`src/rtl/alu_exec.sv`:
```
`default_nettype none
// ============================================================================
// Module   : alu_exec
// Purpose  : Execute-stage ALU with registered result/zero, HI/LO multiply
//            and a 32-step iterative restoring divider that stalls via ready_o.
//            Optional macro ALU_OVF_DETECT_EN enables signed-overflow on ov_o.
// Revision : 1.0  initial release
// ============================================================================
module alu_exec #(
    parameter int DIV_STEPS = 32
) (
    input  logic        clk,
    input  logic        resetn,
    input  logic        valid_i,
    output logic        ready_o,
    input  logic        flush_i,
    input  logic [7:0]  alucontrol_i,
    input  logic [31:0] a_i,
    input  logic [31:0] b_i,
    input  logic [4:0]  sa_i,
    output logic        valid_o,
    output logic [31:0] result_o,
    output logic        zero_o,
    output logic        ov_o,
    output logic [31:0] hi_o,
    output logic [31:0] lo_o
);

    localparam logic [7:0] c_NOP_OP   = 8'h00;
    localparam logic [7:0] c_SRL_OP   = 8'h02;
    localparam logic [7:0] c_SRA_OP   = 8'h03;
    localparam logic [7:0] c_SLLV_OP  = 8'h04;
    localparam logic [7:0] c_SRLV_OP  = 8'h06;
    localparam logic [7:0] c_SRAV_OP  = 8'h07;
    localparam logic [7:0] c_MULT_OP  = 8'h18;
    localparam logic [7:0] c_MULTU_OP = 8'h19;
    localparam logic [7:0] c_DIV_OP   = 8'h1A;
    localparam logic [7:0] c_DIVU_OP  = 8'h1B;
    localparam logic [7:0] c_ADD_OP   = 8'h20;
    localparam logic [7:0] c_ADDU_OP  = 8'h21;
    localparam logic [7:0] c_SUB_OP   = 8'h22;
    localparam logic [7:0] c_SUBU_OP  = 8'h23;
    localparam logic [7:0] c_AND_OP   = 8'h24;
    localparam logic [7:0] c_OR_OP    = 8'h25;
    localparam logic [7:0] c_XOR_OP   = 8'h26;
    localparam logic [7:0] c_NOR_OP   = 8'h27;
    localparam logic [7:0] c_SLT_OP   = 8'h2A;
    localparam logic [7:0] c_SLTU_OP  = 8'h2B;
    localparam logic [7:0] c_SLL_OP   = 8'h7C;

    localparam int            c_CW   = $clog2(DIV_STEPS + 1);
    localparam logic [c_CW-1:0] c_LAST = c_CW'(DIV_STEPS);

    typedef enum logic [0:0] {
        S_IDLE = 1'b0,
        S_DIV  = 1'b1
    } state_t;

    state_t          r_state;
    logic            r_valid;
    logic            r_zero;
    logic [31:0]     r_result;
    logic [31:0]     r_hi;
    logic [31:0]     r_lo;
    logic [31:0]     r_rem;
    logic [31:0]     r_quo;
    logic [31:0]     r_dvsr;
    logic [c_CW-1:0] r_cnt;
    logic            r_neg_q;
    logic            r_neg_r;

    logic        w_accept;
    logic        w_muldiv;
    logic [31:0] w_res;
    logic        w_mul_s;
    logic [63:0] w_mul_a;
    logic [63:0] w_mul_b;
    logic [63:0] w_prod;
    logic        w_div_s;
    logic        w_a_neg;
    logic        w_b_neg;
    logic [32:0] w_rem_sh;
    logic [32:0] w_trial;
    logic        w_ge;
    logic [31:0] w_q_fix;
    logic [31:0] w_r_fix;

    assign ready_o  = (r_state == S_IDLE);
    assign w_accept = valid_i & ready_o & ~flush_i;
    assign valid_o  = r_valid;
    assign result_o = r_result;
    assign zero_o   = r_zero;
    assign hi_o     = r_hi;
    assign lo_o     = r_lo;

    assign w_muldiv = (alucontrol_i == c_MULT_OP) || (alucontrol_i == c_MULTU_OP) ||
                      (alucontrol_i == c_DIV_OP)  || (alucontrol_i == c_DIVU_OP);

    always_comb begin
        w_res = 32'h0;
        case (alucontrol_i)
            c_ADD_OP, c_ADDU_OP: w_res = a_i + b_i;
            c_SUB_OP, c_SUBU_OP: w_res = a_i - b_i;
            c_AND_OP:            w_res = a_i & b_i;
            c_OR_OP:             w_res = a_i | b_i;
            c_XOR_OP:            w_res = a_i ^ b_i;
            c_NOR_OP:            w_res = ~(a_i | b_i);
            c_SLT_OP:            w_res = {31'h0, $signed(a_i) < $signed(b_i)};
            c_SLTU_OP:           w_res = {31'h0, a_i < b_i};
            c_SLL_OP:            w_res = b_i << sa_i;
            c_SRL_OP:            w_res = b_i >> sa_i;
            c_SRA_OP:            w_res = $signed(b_i) >>> sa_i;
            c_SLLV_OP:           w_res = b_i << a_i[4:0];
            c_SRLV_OP:           w_res = b_i >> a_i[4:0];
            c_SRAV_OP:           w_res = $signed(b_i) >>> a_i[4:0];
            c_NOP_OP:            w_res = 32'h0;
            default:             w_res = 32'h0;
        endcase
    end

    // One shared 64x64 multiplier; sign-extending the operands yields the signed product.
    assign w_mul_s = (alucontrol_i == c_MULT_OP);
    assign w_mul_a = w_mul_s ? {{32{a_i[31]}}, a_i} : {32'h0, a_i};
    assign w_mul_b = w_mul_s ? {{32{b_i[31]}}, b_i} : {32'h0, b_i};
    assign w_prod  = w_mul_a * w_mul_b;

    assign w_div_s = (alucontrol_i == c_DIV_OP);
    assign w_a_neg = w_div_s & a_i[31];
    assign w_b_neg = w_div_s & b_i[31];

    // Dividend is shifted out of r_quo's MSB while quotient bits shift in at the LSB.
    assign w_rem_sh = {r_rem, r_quo[31]};
    assign w_trial  = w_rem_sh - {1'b0, r_dvsr};
    assign w_ge     = ~w_trial[32];
    assign w_q_fix  = r_neg_q ? (32'h0 - r_quo) : r_quo;
    assign w_r_fix  = r_neg_r ? (32'h0 - r_rem) : r_rem;

    always_ff @(posedge clk) begin
        if (!resetn) begin
            r_state  <= S_IDLE;
            r_valid  <= 1'b0;
            r_zero   <= 1'b0;
            r_result <= 32'h0;
            r_hi     <= 32'h0;
            r_lo     <= 32'h0;
            r_rem    <= 32'h0;
            r_quo    <= 32'h0;
            r_dvsr   <= 32'h0;
            r_cnt    <= '0;
            r_neg_q  <= 1'b0;
            r_neg_r  <= 1'b0;
        end else begin
            r_valid <= 1'b0;
            case (r_state)
                S_IDLE: begin
                    if (w_accept) begin
                        case (alucontrol_i)
                            c_MULT_OP, c_MULTU_OP: begin
                                r_hi    <= w_prod[63:32];
                                r_lo    <= w_prod[31:0];
                                r_valid <= 1'b1;
                            end
                            c_DIV_OP, c_DIVU_OP: begin
                                if (b_i == 32'h0) begin
                                    r_lo    <= 32'hFFFF_FFFF;
                                    r_hi    <= a_i;
                                    r_valid <= 1'b1;
                                end else begin
                                    r_quo   <= w_a_neg ? (32'h0 - a_i) : a_i;
                                    r_dvsr  <= w_b_neg ? (32'h0 - b_i) : b_i;
                                    r_rem   <= 32'h0;
                                    r_neg_q <= w_a_neg ^ w_b_neg;
                                    r_neg_r <= w_a_neg;
                                    r_cnt   <= '0;
                                    r_state <= S_DIV;
                                end
                            end
                            default: begin
                                r_result <= w_res;
                                r_zero   <= (w_res == 32'h0);
                                r_valid  <= 1'b1;
                            end
                        endcase
                    end
                end
                S_DIV: begin
                    if (flush_i) begin
                        r_state <= S_IDLE;
                    end else if (r_cnt == c_LAST) begin
                        r_lo    <= w_q_fix;
                        r_hi    <= w_r_fix;
                        r_valid <= 1'b1;
                        r_state <= S_IDLE;
                    end else begin
                        r_rem <= w_ge ? w_trial[31:0] : w_rem_sh[31:0];
                        r_quo <= {r_quo[30:0], w_ge};
                        r_cnt <= r_cnt + c_CW'(1);
                    end
                end
                default: r_state <= S_IDLE;
            endcase
        end
    end

`ifdef ALU_OVF_DETECT_EN
    logic w_ov;
    logic r_ov;

    always_comb begin
        w_ov = 1'b0;
        case (alucontrol_i)
            c_ADD_OP: w_ov = (a_i[31] == b_i[31]) && (w_res[31] != a_i[31]);
            c_SUB_OP: w_ov = (a_i[31] != b_i[31]) && (w_res[31] != a_i[31]);
            default:  w_ov = 1'b0;
        endcase
    end

    always_ff @(posedge clk) begin
        if (!resetn) begin
            r_ov <= 1'b0;
        end else if (w_accept && !w_muldiv) begin
            r_ov <= w_ov;
        end
    end

    assign ov_o = r_ov;
`else
    assign ov_o = 1'b0;
`endif

endmodule
`default_nettype wire
```
`config.mk`:
```
export PLATFORM = sky130hd
export DESIGN_NAME = alu_exec
export DESIGN_NICKNAME = d
export VERILOG_FILES = /design/src/rtl/alu_exec.sv
export SDC_FILE = /design/constraint.sdc
export NUM_CORES = 2
export LEC_CHECK = 0
export BUFFER_PORTS_ARGS = -buffer_cell sky130_fd_sc_hd__buf_2
export CAP_MARGIN = 20
export CORE_MARGIN = 1
export CORE_UTILIZATION = 35
export DETAILED_ROUTE_END_ITERATION = 8
export SETUP_SLACK_MARGIN = 0.4
export SYNTH_ARGS = -nofsm -noshare
export SYNTH_HDL_FRONTEND = slang
export SYNTH_SLANG_ARGS = --single-unit
export TNS_END_PERCENT = 5
```
`constraint.sdc`:
```
create_clock -name clk -period 10.62 [get_ports clk]
set_input_delay 1.062 -clock clk [delete_from_list [all_inputs] [get_ports clk]]
set_output_delay 1.062 -clock clk [all_outputs]
set_load 0.02 [all_outputs]
```
# Word level (Yosys, flattened, before mapping)
# Cells that the tools add are included.
classes:
  muxes: 50
  bitwise_logic: 14
  n_lt_le_gt_ge: 2
  n_mul: 1
  eq_ne: 29
  n_shift: 6
  reduce_logical: 11
  div_mod_pow: 0
  addsub: 8
ops:
  columns: ["operator", "count"]
  rows:
  - ["2-to-1 mux 32 bit", 23]
  - ["case mux 32 bit (14 select lines)", 1]
  - ["case mux 32 bit (2 select lines)", 6]
  - ["2-to-1 mux 64 bit", 2]
  - ["subtractor 1 x 32 -> 32 bit, first input constant", 4]
  - ["equality test 8 x 6 -> 1 bit, second input constant", 10]
  - ["logical NOT 32 bit", 2]
  - ["less-than comparator 32 bit", 2]
  - ["multiplier 64 x 64 -> 64 bit", 1]
  - ["<< shifter 32 x 5 -> 32 bit", 2]
  - ["right shift 32 x 5 -> 32 bit", 2]
  - [">>> shifter 32 x 5 -> 32 bit", 2]
  - ["subtractor 33 x 32 -> 33 bit", 1]
  - ["adder 32 bit", 1]
  - ["bitwise AND 32 bit", 1]
  - ["equality test 8 x 5 -> 1 bit, second input constant", 4]
  - ["NOT 32 bit", 1]
  - ["OR 32 bit", 1]
  - ["subtractor 32 bit", 1]
  - ["XOR 32 bit", 1]
  - ["2-to-1 mux 6 bit", 5]
  - ["equality test 8 x 3 -> 1 bit, second input constant", 3]
  - ["equality test 8 x 2 -> 1 bit, second input constant", 2]
  - ["case mux 6 bit (2 select lines)", 1]
  - ["other kinds (17)", 42]
word_totals:
  out_inout_bits: 100
  latch_bits: 0
  ram_bits: 0
  reg_bits: 203
  rom_bits: 0
  n_memories: 0

# Logic depth before layout (Yosys ltp)
logic_depth:
  word_depth: 7
  depth_mapped: 44
  mapped_depth_nobuf: 39

# Worst setup path after synthesis
# OpenSTA, ideal clock, no wires.
synth_timing:
  path_kind: "input to register"
  startpoint: "input alucontrol_i[0]"
  endpoint: "register r_hi[30], in the netlist hi_o[30]"
  arrival_time_ns: 11.398
  slack_ns: -0.894
  setup_time_ns: 0.116
  cell_stages: 39
  required_time_ns: 10.504
  cell_sequence: "clkbuf_1 > clkbuf_1 > buf_1 > buf_1 > clkbuf_1 > nor2_1 > nand2_1 > clkbuf_1 > nor3_1 > fa_1 > inv_1 > fa_1 > inv_1 > fa_1 > inv_1 > fa_1 > inv_1 > fa_1 > [... 3 more ...] > fa_1 > inv_1 > fa_1 > inv_1 > ha_1 > a21o_1 > a211oi_1 > a21oi_1 > nand2_1 > nor3_1 > a31o_2 > a22o_1 > nor4_1 > o31a_1 > o21ai_0 > xor2_1 > o21ai_0 > nand2_1"
synth_between:
  elab_chain_cells: 6
  word_cells_on_any_way: 15
  cone_classes: "mul: 1; eq/ne: 6; mux: 5; reduce/logical: 3"
synth_lines:
  columns: ["item", "line_no", "rtl"]
  rows:
  - ["start: declaration", "17", "input logic [7:0] alucontrol_i,"]
  - ["equality test 8 x 5 -> 1 bit", "122, 157", null]
  - ["2-to-1 mux 64 bit, on equally long branches", "123, 124", null]
  - ["multiplier 64 x 64 -> 64 bit", "125", "assign w_prod = w_mul_a * w_mul_b;"]
  - ["case mux 32 bit (2 select lines)", "157", "case (alucontrol_i)"]
  - ["2-to-1 mux 32 bit", "156", "if (w_accept) begin"]
  - ["case mux 32 bit (2 select lines)", "154", "case (r_state)"]
  - ["end signal: assignment", "159", "r_hi <= w_prod[63:32];"]
  - ["end signal: assignment", "166", "r_hi <= a_i;"]
  - ["end signal: assignment", "191", "r_hi <= w_r_fix;"]
  - ["end: declaration", "63", "logic [31:0] r_hi;"]
# Parallel ways exist; a longest one is shown, timed or not. The select of a mux whose other input is x is not followed.
# A chain may end at the register's enable or synchronous reset.

# Final worst setup path
layout_timing:
  startpoint: "input alucontrol_i[2]"
  endpoint: "register r_hi[24], in the netlist hi_o[24]"
# Same word-level chain as after synthesis.

==> metrics.cfg <==
[run_status]
status=finished with violations
violations=DRC

[detailed_routing]
top_layer=met5
drt-pass1-iter-count=9
drcViolationCount=46
antenna_left=0
met1Wirelength_um=135000
totalWireLength_um=349000
dr_wl_met2_um=152000
drt_iter0_drc=6909
vias=65500
detail_route.vias_per_cell=5.66
wl_met3_um=29400
detail_route.wl_per_cell_um=30.2

[floorplanning]
ios=181
width_of_the_die_um=451
floorplan.core_area_mm2=0.200
chipHeight_um=451
placementRows=164
start_util=0.353
fp.dieArea_mm2=0.203

[sta]
tightest_slew_ps=1280
hold_viol=0
fin_crit_ps=10030
report.final.slew_viol_count=0
rsz0062_at_grt=yes
fin_worst_skew_ps=20.8
postLayoutSetupSlackWorst_ps=592
max_slew_headroom=0.143
setup_viol=0
max_freq_mhz=99.7
finalCritPeriodShare=0.944
whs_ps=455

[setup_path]
crit_startpoint=alucontrol_i[2]
slowest_stage=sky130_fd_sc_hd__fa_2
ff2ff_path_depth=18
timing.critical_path.to_type=flop
worstPathRequired_ps=11080
setup.worst_path.start_class=primary input
timing.critical_path.arrival_ps=10490
cp_slowest_stage_delay_ps=650
crit_path_max_fanout=5
critPathMostFrequentCell=sky130_fd_sc_hd__fa_1
regToRegStartpoint=r_quo[31]$_SDFFE_PN0P_
critical_path_class=primary input to flop

[cells_and_area]
design.final.nets=10800
post_layout_nonfiller_instances=11600
final_layout_size_suffix_gt1_frac=0.119
post-route-cell-area_mm2=0.0795
area_growth_from_synthesis_to_layout_pct=12.7
final_cell_mix=1661 x sky130_fd_sc_hd__inv_1, 1408 x sky130_fd_sc_hd__fa_1, 1093 x sky130_fd_sc_hd__nand2_1
layout_commonest_cell=sky130_fd_sc_hd__inv_1

[clocking]
post_cts_hold_buffer_count=0
worst_setup_hold_path_clk_slew_ps=60
cts_buffer_depth=3
cts_buffers=25
clock_insertion_delay_worst_skew_ps=550
cts_sinks=203
htreeDepth=1
ctsRootBufferMaster=sky130_fd_sc_hd__clkbuf_16
cts_tree=yes

[hold_path]
min-delay-start=hi_o[6]$_SDFFE_PN0P_
min-delay-path-class=flop to flop
min_path_cells=2

[global_route]
grt_first_pass_wirelength_um=497000
antenna_found_initial=19
grt_remaining_overflow=0
gr-usage-all-layers=0.341
grt_pass1_vias=67500
grt_start_max_net_pins=98

[logic_synthesis]
synth-seq-cells=203
synth.cell_area_mm2=0.0705
netlist.area_leader.share=0.404
synth_edf_count=0
synth.yosys.seq_area_share=0.0576
synth.area.top_cells=sky130_fd_sc_hd__fa_1 40%, sky130_fd_sc_hd__inv_1 8.9%, sky130_fd_sc_hd__ha_1 7.8%
synthesis.area_per_instance_um2=8.26
fraction_of_synthesis_flops_using_an_asynchronous_set_or_reset_pin=0
postSynthNetCount=10500
synth_area_leader_cell=sky130_fd_sc_hd__fa_1
synth_flop_cell=sky130_fd_sc_hd__dfxtp_1
synthDistinctLibCells=94
synthCells=8538
synth.yosys.warnings=0

[placed_design]
placedInstanceArea_mm2=0.0783
io_buffer_count=179
pre_cts_ws_ps=-280
place.gp.congestion=1.09
post-place-cells=11500
detailed_place_hpwl_um=293000

[run]
drv.max_cap_violation_count=0

-- metal layers --
layer  global-route usage  vias to the layer above
li1                     -                    27700
met1                0.427                    33500
met4                0.252                       12
met2                0.528                     3452
met3               0.0601                      869
met5                    0                        -
-- per-stage QoR --
step           utilization  setup TNS [ps]
2_1_floorplan            -               0
3_3_place_gp         0.391           -1900
3_5_place_dp         0.392           -2580
4_1_cts              0.395               0
5_1_grt              0.397               0
6_report             0.397               0
-- what timing repair did --
| item | in CTS | in global routing |
|---|---|---|
| gates cloned | 0 | 1 |
| setup endpoints to repair | 12 | 31 |
| pin swaps | 0 | 40 |
| setup buffers | 0 | 12 |
| gates resized for setup | 1 | 62 |
| hold endpoints to repair | 0 | 0 |
-- registers in the layout, indices dropped and copies added (netlist names), 6 cells and up --
register  cells
lo_o         32
r_dvsr       32
result_o     32
r_quo        32
r_cnt         6
hi_o         32
r_rem        32
-- worst max-delay path, delay by kind of cell --
family / cells / cell delay (ps)
buffers and inverters: 9 / 840
AO/OA/AOI/OAI: 10 / 1810
AND/OR/NAND/NOR: 7 / 1100
adder cells (fa/ha/maj): 11 / 5540
XOR/XNOR: 1 / 120
-- path summary, 6_finish.rpt --
| kind | slack [ps] | endpoint |
|---|---|---|
| worst max-delay path | 590 | hi_o[24]$_SDFFE_PN0P_ |
| worst min-delay path | 460 | hi_o[6]$_SDFFE_PN0P_ |
| worst max register to register | 5620 | r_rem[8]$_SDFFE_PN0P_ |
| worst min register to register | 460 | hi_o[6]$_SDFFE_PN0P_ |
-- area by class of cell --
cell class	instances	area, µm²
Antenna cell	9	22.5
Clock buffer	35	693
Clock inverter	8	52.6
Fill cell	20500	121000
Inverter	1700	6390
Multi-Input combinational cell	6098	58400
Sequential cell	203	4070
Tap cell	2656	3320
Timing Repair Buffer	860	6570
-- Yosys cell counts, types with 19 or more instances --
| cell type | n |
|---|---|
| sky130_fd_sc_hd__nand2b_1 | 75 |
| sky130_fd_sc_hd__inv_1 | 1669 |
| sky130_fd_sc_hd__a221oi_1 | 51 |
| sky130_fd_sc_hd__o22ai_1 | 38 |
| sky130_fd_sc_hd__xnor2_1 | 206 |
| sky130_fd_sc_hd__o31ai_1 | 45 |
| sky130_fd_sc_hd__nor4_1 | 29 |
| sky130_fd_sc_hd__nand4_1 | 35 |
| sky130_fd_sc_hd__a22oi_1 | 39 |
| sky130_fd_sc_hd__nand3_1 | 89 |
| sky130_fd_sc_hd__mux2_2 | 20 |
| sky130_fd_sc_hd__a31oi_1 | 37 |
| sky130_fd_sc_hd__and3_1 | 34 |
| sky130_fd_sc_hd__fa_1 | 1422 |
| sky130_fd_sc_hd__o21ai_0 | 262 |
| sky130_fd_sc_hd__ha_1 | 442 |
| sky130_fd_sc_hd__o21bai_1 | 19 |
| sky130_fd_sc_hd__a21o_1 | 65 |
| sky130_fd_sc_hd__o211ai_1 | 59 |
| sky130_fd_sc_hd__nor2b_1 | 30 |
| sky130_fd_sc_hd__a222oi_1 | 27 |
| sky130_fd_sc_hd__dfxtp_1 | 203 |
| sky130_fd_sc_hd__buf_2 | 44 |
| sky130_fd_sc_hd__a21oi_1 | 309 |
| sky130_fd_sc_hd__buf_1 | 112 |
| sky130_fd_sc_hd__clkbuf_1 | 376 |
| sky130_fd_sc_hd__nand2_1 | 1107 |
| sky130_fd_sc_hd__o21a_1 | 24 |
| sky130_fd_sc_hd__clkinv_1 | 25 |
| sky130_fd_sc_hd__mux2i_1 | 174 |
| sky130_fd_sc_hd__and2_1 | 32 |
| sky130_fd_sc_hd__o221ai_1 | 22 |
| sky130_fd_sc_hd__or3_1 | 28 |
| sky130_fd_sc_hd__a211oi_1 | 164 |
| sky130_fd_sc_hd__nor2_1 | 734 |
| sky130_fd_sc_hd__xor2_1 | 88 |
| sky130_fd_sc_hd__nor3_1 | 112 |
| sky130_fd_sc_hd__a311oi_1 | 39 |
-- logic make-up after synthesis --
kind of cell | Yosys count | share of synthesized area
AND/OR/NAND/NOR | 2357 | 0.142
buffers and inverters | 2237 | 0.120
adder cells (fa/ha/maj) | 1864 | 0.482
AO/OA/AOI/OAI | 1387 | 0.133
XOR/XNOR | 294 | 0.0365
flip-flops | 203 | 0.0576
multiplexers | 195 | 0.0282
other | 1 | 0.0000532
Power is left out: the tool's default activity adds up to more than one toggle a clock period on the data nets, which glitch-free logic cannot reach.
